$ cat src/rtl/div_clock_monitor.sv
// div_clock_monitor: measures a synchronized divided clock in fast cycles and tracks ratio lock
module div_clock_monitor #(
  parameter int DIV_RATIO   = 4,
  parameter int TOL         = 0,
  parameter int LOCK_COUNT  = 4,
  parameter int CNT_W       = 8,
  parameter int SYNC_STAGES = 2
) (
  input  logic             clk,
  input  logic             reset,
  input  logic             enable,
  input  logic             slow_clk_in,
  output logic             locked,
  output logic             lock_lost,
  output logic             timeout,
  output logic [CNT_W-1:0] period,
  output logic             period_valid,
  output logic [7:0]       err_count
);
  localparam int GW = (LOCK_COUNT < 2) ? 1 : $clog2(LOCK_COUNT + 1);
  localparam logic [CNT_W-1:0] LO = CNT_W'(DIV_RATIO - TOL);
  localparam logic [CNT_W-1:0] HI = CNT_W'(DIV_RATIO + TOL);
  localparam logic [GW-1:0] LAST = GW'(LOCK_COUNT - 1);
  typedef enum logic [1:0] {IDLE, ARMED, CHECK, LOCKED} state_t;
  state_t                 r_state;
  logic [SYNC_STAGES-1:0] r_sync;
  logic                   r_prev;
  logic [CNT_W-1:0]       r_cnt;
  logic [GW-1:0]          r_good;
  logic                   w_rise, w_live, w_good, w_tmo;
  logic [CNT_W-1:0]       w_cnt_inc;
  logic [7:0]             w_err_inc;
  always_comb begin
    w_rise    = r_sync[SYNC_STAGES-1] & ~r_prev;
    w_live    = (r_state == CHECK) || (r_state == LOCKED);
    w_good    = (r_cnt >= LO) && (r_cnt <= HI);
    w_tmo     = w_live && !w_rise && (r_cnt > HI);
    w_cnt_inc = &r_cnt ? r_cnt : r_cnt + 1'b1;
    w_err_inc = &err_count ? err_count : err_count + 8'd1;
  end
  // A rise always beats a pending timeout so the late period is still graded.
  always_ff @(posedge clk) begin
    if (reset) begin
      r_state      <= IDLE;
      r_sync       <= '0;
      r_prev       <= 1'b0;
      r_cnt        <= '0;
      r_good       <= '0;
      locked       <= 1'b0;
      lock_lost    <= 1'b0;
      timeout      <= 1'b0;
      period       <= '0;
      period_valid <= 1'b0;
      err_count    <= '0;
    end else begin
      r_sync       <= {r_sync[SYNC_STAGES-2:0], slow_clk_in};
      r_prev       <= r_sync[SYNC_STAGES-1];
      lock_lost    <= 1'b0;
      period_valid <= 1'b0;
      if (!enable) begin
        r_state <= IDLE;
        r_cnt   <= '0;
        r_good  <= '0;
        locked  <= 1'b0;
        timeout <= 1'b0;
      end else begin
        case (r_state)
          IDLE: r_state <= ARMED;
          ARMED: begin
            r_cnt <= w_rise ? CNT_W'(1) : w_cnt_inc;
            if (w_rise) begin
              r_state <= CHECK;
              r_good  <= '0;
              timeout <= 1'b0;
            end
          end
          default: begin
            if (w_rise) begin
              r_cnt        <= CNT_W'(1);
              period       <= r_cnt;
              period_valid <= 1'b1;
              timeout      <= 1'b0;
              if (!w_good) begin
                r_state   <= CHECK;
                r_good    <= '0;
                err_count <= w_err_inc;
                lock_lost <= r_state == LOCKED;
                locked    <= 1'b0;
              end else if (r_state == CHECK) begin
                if (r_good == LAST) begin
                  r_state <= LOCKED;
                  locked  <= 1'b1;
                end else r_good <= r_good + 1'b1;
              end
            end else if (w_tmo) begin
              r_state   <= ARMED;
              r_cnt     <= w_cnt_inc;
              r_good    <= '0;
              err_count <= w_err_inc;
              timeout   <= 1'b1;
              lock_lost <= r_state == LOCKED;
              locked    <= 1'b0;
            end else r_cnt <= w_cnt_inc;
          end
        endcase
      end
    end
  end
endmodule

$ cat config.mk
export PLATFORM = sky130hd
export DESIGN_NAME = div_clock_monitor
export DESIGN_NICKNAME = d
export VERILOG_FILES = /design/src/rtl/div_clock_monitor.sv
export SDC_FILE = /design/constraint.sdc
export NUM_CORES = 1
export LEC_CHECK = 0
export ABC_AREA = 1
export CAP_MARGIN = 20
export CORE_MARGIN = 2
export CORE_UTILIZATION = 55
export DETAILED_ROUTE_END_ITERATION = 6
export PLACE_DENSITY = 0.82
export SYNTH_ARGS = -nofsm -noshare
export SYNTH_HDL_FRONTEND = slang
export SYNTH_SLANG_ARGS = --single-unit
$ cat constraint.sdc
create_clock -name clk -period 2.36 [get_ports clk]
set_clock_uncertainty 0.2 [all_clocks]
set_input_delay 0.354 -clock clk [delete_from_list [all_inputs] [get_ports clk]]
set_output_delay 0.354 -clock clk [all_outputs]
set_load 0.1 [all_outputs]
* Word level (Yosys, flattened, before mapping) *
Index checks and enable logic that the tools add are counted.

word-level totals
  bits in registers = 36
  input port bits = 4
  output and inout bits = 20

operators by class
  $add $sub $neg = 3
  $lt $le $gt $ge = 3
  equal/unequal tests = 13
  mux-type cells = 33
  bitwise operators = 5
  reduce and logical (&&, ||, !) cells = 20

operators with widths
  operator                                              count
  2-to-1 mux 8 bit                                      6
  2-to-1 mux 3 bit                                      6
  adder 8 x 1 -> 8 bit (second input constant)          2
  AND reduction 8 bit                                   2
  2-to-1 mux 1 bit                                      12
  2-to-1 mux 2 bit                                      6
  AND reduction 4 bit                                   3
  != test 5 x 2 -> 1 bit (second input constant)        2
  >= comparator 8 x 3 -> 1 bit (second input constant)  1
  > comparator 8 x 3 -> 1 bit (second input constant)   1
  <= comparator 8 x 3 -> 1 bit (second input constant)  1
  != test 2 bit (second input constant)                 3
  != test 3 x 2 -> 1 bit (second input constant)        2
  one-hot mux 3 bit (2 select lines)                    1
  AND reduction 3 bit                                   2
  AND reduction 5 bit                                   1
  == test 2 bit (second input constant)                 2
  != test 4 x 2 -> 1 bit (second input constant)        1
  != test 4 x 3 -> 1 bit (second input constant)        1
  NOT 1 bit                                             4
  one-hot mux 2 bit (2 select lines)                    1
  OR reduction 2 bit                                    2
  OR reduction 4 bit                                    1
  adder 3 x 1 -> 3 bit (second input constant)          1
  other kinds (11)                                      13

* Depth between registers and ports, before layout *
Gate-level depths: netlist (run 1).

  word-level depth = 8
  mapped depth = 12
  mapped depth without buffers = 12

* Worst setup path before layout (run 1) *
OpenSTA, ideal clock, no wires.

  path type = flip-flop to flip-flop
  start point = register err_count[0]
  end point = register err_count[0]
  setup time = 0.117 ns
  data arrival time = 2.152 ns
  required time = 2.043 ns
  path slack = -0.109 ns
  stages on the path, launching flop included = 11
  clock period less this slack = 2.469 ns
  cells stage by stage = dfxtp_1 ha_1 nand2_1 nor2_1 nand3_1 nand2_4 nor2_8 nand3_4 inv_2 nor2_1 nor2_1

between the ends
  longest elaborated chain between the ends = 4
  elaborated cells on any way between the ends = 6
  classes of those cells = add/sub: 1; mux: 4; reduce/logical: 1

ends and longest elaborated chain
  what                                                                line    source
  start: declaration                                                  18      output logic [7:0] err_count
  start signal: assignment                                            86      err_count <= w_err_inc;
  start signal: assignment                                            99      err_count <= w_err_inc;
  adder 8 x 1 -> 8 bit / AND reduction 8 bit (equally long branches)  39      w_err_inc = &err_count ? err_count : err_count + 8'd1;
  2-to-1 mux 8 bit *                                                  39
  2-to-1 mux 8 bit, on equally long branches                          95, 83
  2-to-1 mux 8 bit *                                                  78      if (w_rise) begin

Mark *: on every way between the ends. The rest lies on a longest branch, timed or not. The select of a mux whose other input is x is not followed.
A chain may end at the register's enable or synchronous reset.

* Worst setup path after layout (run 1) *
  start point = register r_state[1]
  end point = register err_count[0]

between the ends
  longest elaborated chain between the ends = 6
  elaborated cells on any way between the ends = 11
  classes of those cells = eq/ne: 3; bitwise: 1; reduce/logical: 7

ends and longest elaborated chain
  what                             line  source
  start: declaration               25    state_t r_state;
  start signal: assignment         44    r_state <= IDLE;
  start signal: assignment         61    r_state <= IDLE;
  start signal: assignment         68    IDLE: r_state <= ARMED;
  == test 2 bit                    35    w_live = (r_state == CHECK) || (r_state == LOCKED);
  logical OR 1 bit                 35
  logical AND 1 bit (2 in series)  37    w_tmo = w_live && !w_rise && (r_cnt > HI);
  nonzero test 2 bit (no line)     n/a
  AND reduction 4 bit (no line) *  n/a

Mark *: on every way between the ends. The rest lies on a longest branch, timed or not.

==> impl_results.md, run 1 <==
- Crit share post-route: 0.7851
- CTS Root Cell: clkbuf_4
- Cell leakage power: 0.0009826 uW
- Mapped Nets: 265
- Measured slew at the worst slew-check pin: 0.3380 ns
- FMAX: 539.7 MHz
- Avg Cell Area, Syn: 7.641 sq um
- Cell variety after synth: 30
- Flops & latches, synth: 36
- Reg clk slew, reported paths: 0.12 ns
- RSZ-0062 raised after global routing: no
- Port buffer count: 23
- Clk sinks: 36
- WP data required: 2.42 ns
- Final Hold Vio Count: 0
- Vias per inst: 5.061
- Post-synth top area share: 0.3743
- Total GRT Usage: 0.2120
- Worst Hold Path EP: r_sync[1]
- Area Overhead vs Synth: 15.92%
- Pwr dens: 534.4 nW/um^2
- Placed Area: 2152 sq um
- Critical Path Fanout Max: 11
- Final slew viol count: 0
- Post-CTS setup repair buffer count: 0
- TritonCTS buffer count: 5
- Commonest non-fill, non-tap cells in the layout: nand2_1, dfxtp_1, inv_1
- DR DRC count: 0
- DR iter-0 viols: 107
- Worst setup EP type: flop
- Max Cap Viol: 0
- Wire length per cell: 11.78 microns
- Hold path start: r_sync[0]
- Reg2reg start: r_state[1]
- Worst Reg-to-Reg Cells: 9
- Min Tclk post-route: 1.853 ns
- Syn Std Cell Area: 1926 sq um
- Die area: 3990 sq um
- Clock Latency Late Sink: 0.35 ns
- CTS tree: done
- Flop-to-flop setup slack: 0.51 ns
- Detailed-route via count: 1,655
- # H-tree levels: 2
- Die X: 63.17 microns
- CTS Hold Bufs: 0
- Post-synthesis cell count: 252
- Nets: 293
- Core ar.: 3337 sq um
- Crit path arrival time: 1.91 ns
- Maximum vdd ir drop: 0.0004216 V
- Dpl hpwl: 2814 microns
- Layout cell share with drive strength beyond 1: 0.2100
- Initial Utilization: 0.5771
- Top post-synthesis cells by area: dfxtp_1, nand2_1, inv_1
- Setup_tns: 0 ns
- Ys Warns: 0
- Diodes inserted: 0
- Pin count of the biggest net entering global routing: 17
- Seq/Total Area, Yosys: 0.3743
- Yosys top cell by area: dfxtp_1
- Hold Path Cell Cnt: 2
- I/O pin count: 24
- Finished Cell Area: 2232 sq um
- Post-cts repair resize count: 0
- Vias in the first global route: 1,498
- Final setup fails: 0
- Core Rows: 21
- Worst r2r dst: err_count[0]
- Crit path kind: reg2reg
- Initial antenna violation count: 0
- Commonest non-fill, non-tap cell in the layout: nand2_1
- Outcome: completed
- Post-Route WL: 3852 microns
- Overflow after GRT: 0
- Routed Antenna Nets: 0
- CTS Buffer Depth: 2
- Drt pass-1 iters: 4
- Max-Slew Margin vs Limit: 0.7723
- GPL Wtd Cong: 0.8572
- Die height: 63.17 microns
- Worst hold path class: reg2reg
- Startpoint Class: flop
- First-pass GRT wire length: 6679 microns
## logic make-up after synthesis
logic type               count (synthesis)  share of synthesized area
AO/OA/AOI/OAI                           45                     0.1274
flip-flops                              36                     0.3743
AND/OR/NAND/NOR                        109                     0.3073
XOR/XNOR                                 8                    0.03639
adder cells (fa/ha/maj)                  9                    0.05848
buffers and inverters                   45                    0.09617
## where the power goes
| group | internal [uW] | switching, uW |
|---|---|---|
| sequential | 617 | 6.22 |
| combinational | 38.5 | 95.7 |
| clock | 221 | 215 |
| total | 876 | 317 |
## worst max path at each step
| stage | start | to | slack (ns) | cells past startpoint |
|---|---|---|---|---|
| 2_1_floorplan | err_count[2] | err_count[0] | 0.13 | 9 |
| 3_3_place_gp | enable | r_cnt[3] | 0.42 | 7 |
| 3_5_place_dp | enable | r_cnt[3] | 0.38 | 7 |
| 4_1_cts | r_state[1] | err_count[0] | 0.48 | 9 |
| 5_1_grt | r_state[1] | err_count[0] | 0.33 | 9 |
| 6_report | r_state[1] | err_count[0] | 0.51 | 9 |
## sequential cells by signal (all words and copies together), names as in the netlist
register and count:
lock_lost 1, r_cnt 8, r_good 3, timeout 1, period_valid 1, r_prev 1
r_state 2, err_count 8, locked 1, r_sync 2, period 8
## synth_stat cells (all sizes together)
cell type / instances
a211oi: 1
a21oi: 25
buf: 3
clkbuf: 1
dfxtp: 36
ha: 9
inv: 41
nand2: 41
nand3: 18
nand4: 7
nor2: 37
nor3: 6
o2111ai: 1
o211ai: 1
o21ai: 17
xnor2: 1
xor2: 7
## critical path, stage by stage (launching register included)
cell,delay [ns]
dfxtp_1,0.44
inv_1,0.09
ha_1,0.26
nor2_1,0.18
buf_4,0.21
nand3_4,0.13
inv_2,0.10
nand2_1,0.06
nand2_1,0.06
nor2_1,0.04
## routing by layer
layer  track usage  part of all wire  up-vias
met5             0                 0        -
met4       0.08696             0.017        0
met3       0.05536             0.048        6
met2        0.3431              0.48       36
met1        0.2685              0.46      742
li1              -                 -      871
## per-stage QoR
step	worst slack, ns	hold slack, ns	total power (uW)	instances	util
6_report	0.5072	0.2068	1193	327	0.6689
3_3_place_gp	0.4158	0.1992	768.9	319	0.6449
4_1_cts	0.4819	0.2117	1202	327	0.6689
2_1_floorplan	0.1334	0.1883	739.1	252	-
3_5_place_dp	0.3760	0.1963	770.3	319	0.6449
5_1_grt	0.3341	0.2404	1249	327	0.6689
## area by class of cell
cell class,count,area [sq um]
Timing Repair Buffer,25,195.2
Clock buffer,5,37.54
Tap cell,46,57.56
Inverter,41,156.4
Clock inverter,3,42.54
Fill cell,288,1105
Sequential cell,36,723.2
Multi-Input combinational cell,171,1020
No activity file was read; power rests on OpenSTA's default activity.
==> run 2, diff against run 1 <==
--- a/config.mk
+++ b/config.mk
@@ -8,9 +8,9 @@
 export ABC_AREA = 1
 export CAP_MARGIN = 20
 export CORE_MARGIN = 2
-export CORE_UTILIZATION = 55
+export CORE_UTILIZATION = 49
 export DETAILED_ROUTE_END_ITERATION = 6
-export PLACE_DENSITY = 0.82
+export PLACE_DENSITY = 0.78
 export SYNTH_ARGS = -nofsm -noshare
 export SYNTH_HDL_FRONTEND = slang
 export SYNTH_SLANG_ARGS = --single-unit
==> constraint.sdc (replaced) <==
create_clock -name clk -period 1.6 [get_ports clk]
set_clock_uncertainty 0.2 [all_clocks]
set_input_delay 0.24 -clock clk [delete_from_list [all_inputs] [get_ports clk]]
set_output_delay 0.24 -clock clk [all_outputs]
set_load 0.1 [all_outputs]
==> run 2 against run 1 <==
Net effect:
- the flow now finishes with violations (setup timing)
- global-route usage up 8.3 points
- power up 69%
- non-clock buffer count up 42
- cell area up 46%
- sequential cell count unchanged
- combinational power rose to 2.9 times the previous value
- highest routed layer unchanged
- critical path type unchanged
- core utilization up 21 points
- clock-buffer cell count unchanged
- via count up 30%
==> impl_results.md, run 2 (synthesis gave the netlist of run 1 again) <==
- PnR worst setup slack: -0.1965 ns
- Post-Route WL: 7374 microns
- Nets: 336
- TritonCTS buffer count: 5
- I/O pin count: 24
- Clk sinks: 36
- Max Cap Viol: 0
- Die area: 4448 sq um
- Initial antenna violation count: 0
- Detailed-route via count: 2,159
- Crit path arrival time: 1.80 ns
- Wire length per cell: 19.82 microns
- Slowest stage delay, CP: 0.43 ns
- Vias in the first global route: 2,076
- Crit path kind: reg2reg
- Utilization after layout: 0.8781
- Measured slew at the worst slew-check pin: 0.2985 ns
- Overflow after GRT: 0
- Drt pass-1 iters: 5
- Diodes inserted: 0
- Cell leakage power: 0.001363 uW
- Min Tclk post-route: 1.797 ns
- Final slew viol count: 0
- Max-Slew Margin vs Limit: 0.7989
- # H-tree levels: 2
- Core ar.: 3716 sq um
- Routed Antenna Nets: 0
- Die height: 66.69 microns
- RSZ-0062 raised after global routing: yes
- Filler cell count: 153
- Commonest non-fill, non-tap cells in the layout: buf_4, nand2_1, inv_1
- Pwr dens: 617.8 nW/um^2
- CTS Hold Bufs: 0
- Commonest non-fill, non-tap cell in the layout: buf_4
- Met2 Track Usage GR: 0.5275
- Outcome: complete, but fails checks
- Worst hold path class: reg2reg
- CTS tree: done
- WP data required: 1.60 ns
- CTS Buffer Depth: 2
- Critical Path Fanout Max: 8
- CP delay by family, top: simple AND/OR/NAND/NOR gates
- WP buf/inv: 2
- Port buffer count: 23
- Startpoint Class: flop
- Initial Utilization: 0.5182
- Pin count of the biggest net entering global routing: 17
- DR iter-0 viols: 219
- First-pass GRT wire length: 9577 microns
- Die X: 66.69 microns
- Failing checks: setup timing
- Met1 GRT Util: 0.3045
- DR DRC count: 0
- Final Hold Vio Count: 0
- Worst-path cell chain: nor2_8 -> buf_12 -> a21oi_4 -> nand3_4 -> nand2_8 -> nand3_4 -> inv_4 -> nand2_2 -> nand2_2 -> nor2_2
- GPL Wtd Cong: 0.8072
- Clock Latency Late Sink: 0.31 ns
- Busiest grt layer: met2
- Vias per inst: 5.804
- Maximum vdd ir drop: 0.0005994 V
- Final setup fails: 24
- Layout cell share with drive strength beyond 1: 0.5432
- Crit share post-route: 1.123
- Area Overhead vs Synth: 69.46%
- Placed Instances: 349
- Cell Count, Final, Fillers Out: 372
- Reg clk slew, reported paths: 0.08 ns
- FMAX: 556.6 MHz
- Slowest CP cell: dfxtp_1
- Met3 usage: 0.07770
- Dpl hpwl: 3417 microns
- Total GRT Usage: 0.2952
- Post-Place Worst Slack: -0.1030 ns
- Worst setup EP type: flop
- Core Rows: 22
- CTS Root Cell: clkbuf_8
- Largest regs: err_count (8), period (8), r_cnt (8)
## run 2: routing by layer
metal  wire, microns  vias up
met5               0        -
met4             367        0
met3             491       38
met2            3832      138
met1            2683     1031
li1                -      952
## run 2: cell type report
type | instances | area [sq um] | area share
Clock inverter | 3 | 22.52 | 0.006902
Timing Repair inverter | 1 | 5.005 | 0.001534
Tap cell | 48 | 60.06 | 0.01840
Multi-Input combinational cell | 171 | 1366 | 0.4187
Inverter | 41 | 178.9 | 0.05483
Sequential cell | 36 | 765.7 | 0.2347
Clock buffer | 5 | 68.82 | 0.02109
Timing Repair Buffer | 67 | 795.8 | 0.2439
## run 2: per-stage QoR
stage          total power (uW)  TNS (ns)  hold slack [ns]  cell area, sq um
2_1_floorplan              1090   -0.9586           0.1470              2003
3_3_place_gp               1182   -0.8798           0.1935              2688
3_5_place_dp               1190    -1.779           0.2081              2688
4_1_cts                    1914   -0.4777           0.2198              2987
5_1_grt                    2085    -3.826           0.2500              3263
6_report                   2016    -2.566           0.2181              3263
## run 2: final timing paths
kind                   from      endpoint  slack, ns  cells after the start
setup / recovery     r_prev  err_count[0]      -0.20                     10
hold / removal    r_sync[0]     r_sync[1]       0.22                      2
setup reg to reg     r_prev  err_count[0]      -0.20                     10
hold reg to reg   r_sync[0]     r_sync[1]       0.22                      2
## run 2: worst reg2reg max path: stages (launching register included)
cell and delay [ns]:
dfxtp_1 0.43, nor2_8 0.08, buf_12 0.14, a21oi_4 0.16, nand3_4 0.14, nand2_8 0.13
nand3_4 0.16, inv_4 0.11, nand2_2 0.06, nand2_2 0.06, nor2_2 0.04
## run 2: report_power, final
part	total (uW)	internal, uW	switching [uW]
sequential	916	896	20.5
combinational	395	165	231
clock	704	310	394
total	2020	1370	645
## run 2: what timing repair did
item / 4_1_cts / 5_1_grt
resized for setup: 35 / 61
pin swaps: 21 / 26
gates cloned: 0 / 1
buffers inserted: 9 / 6
endpoints found under the hold margin: 0 / 0
endpoints found under the setup margin: 27 / 31
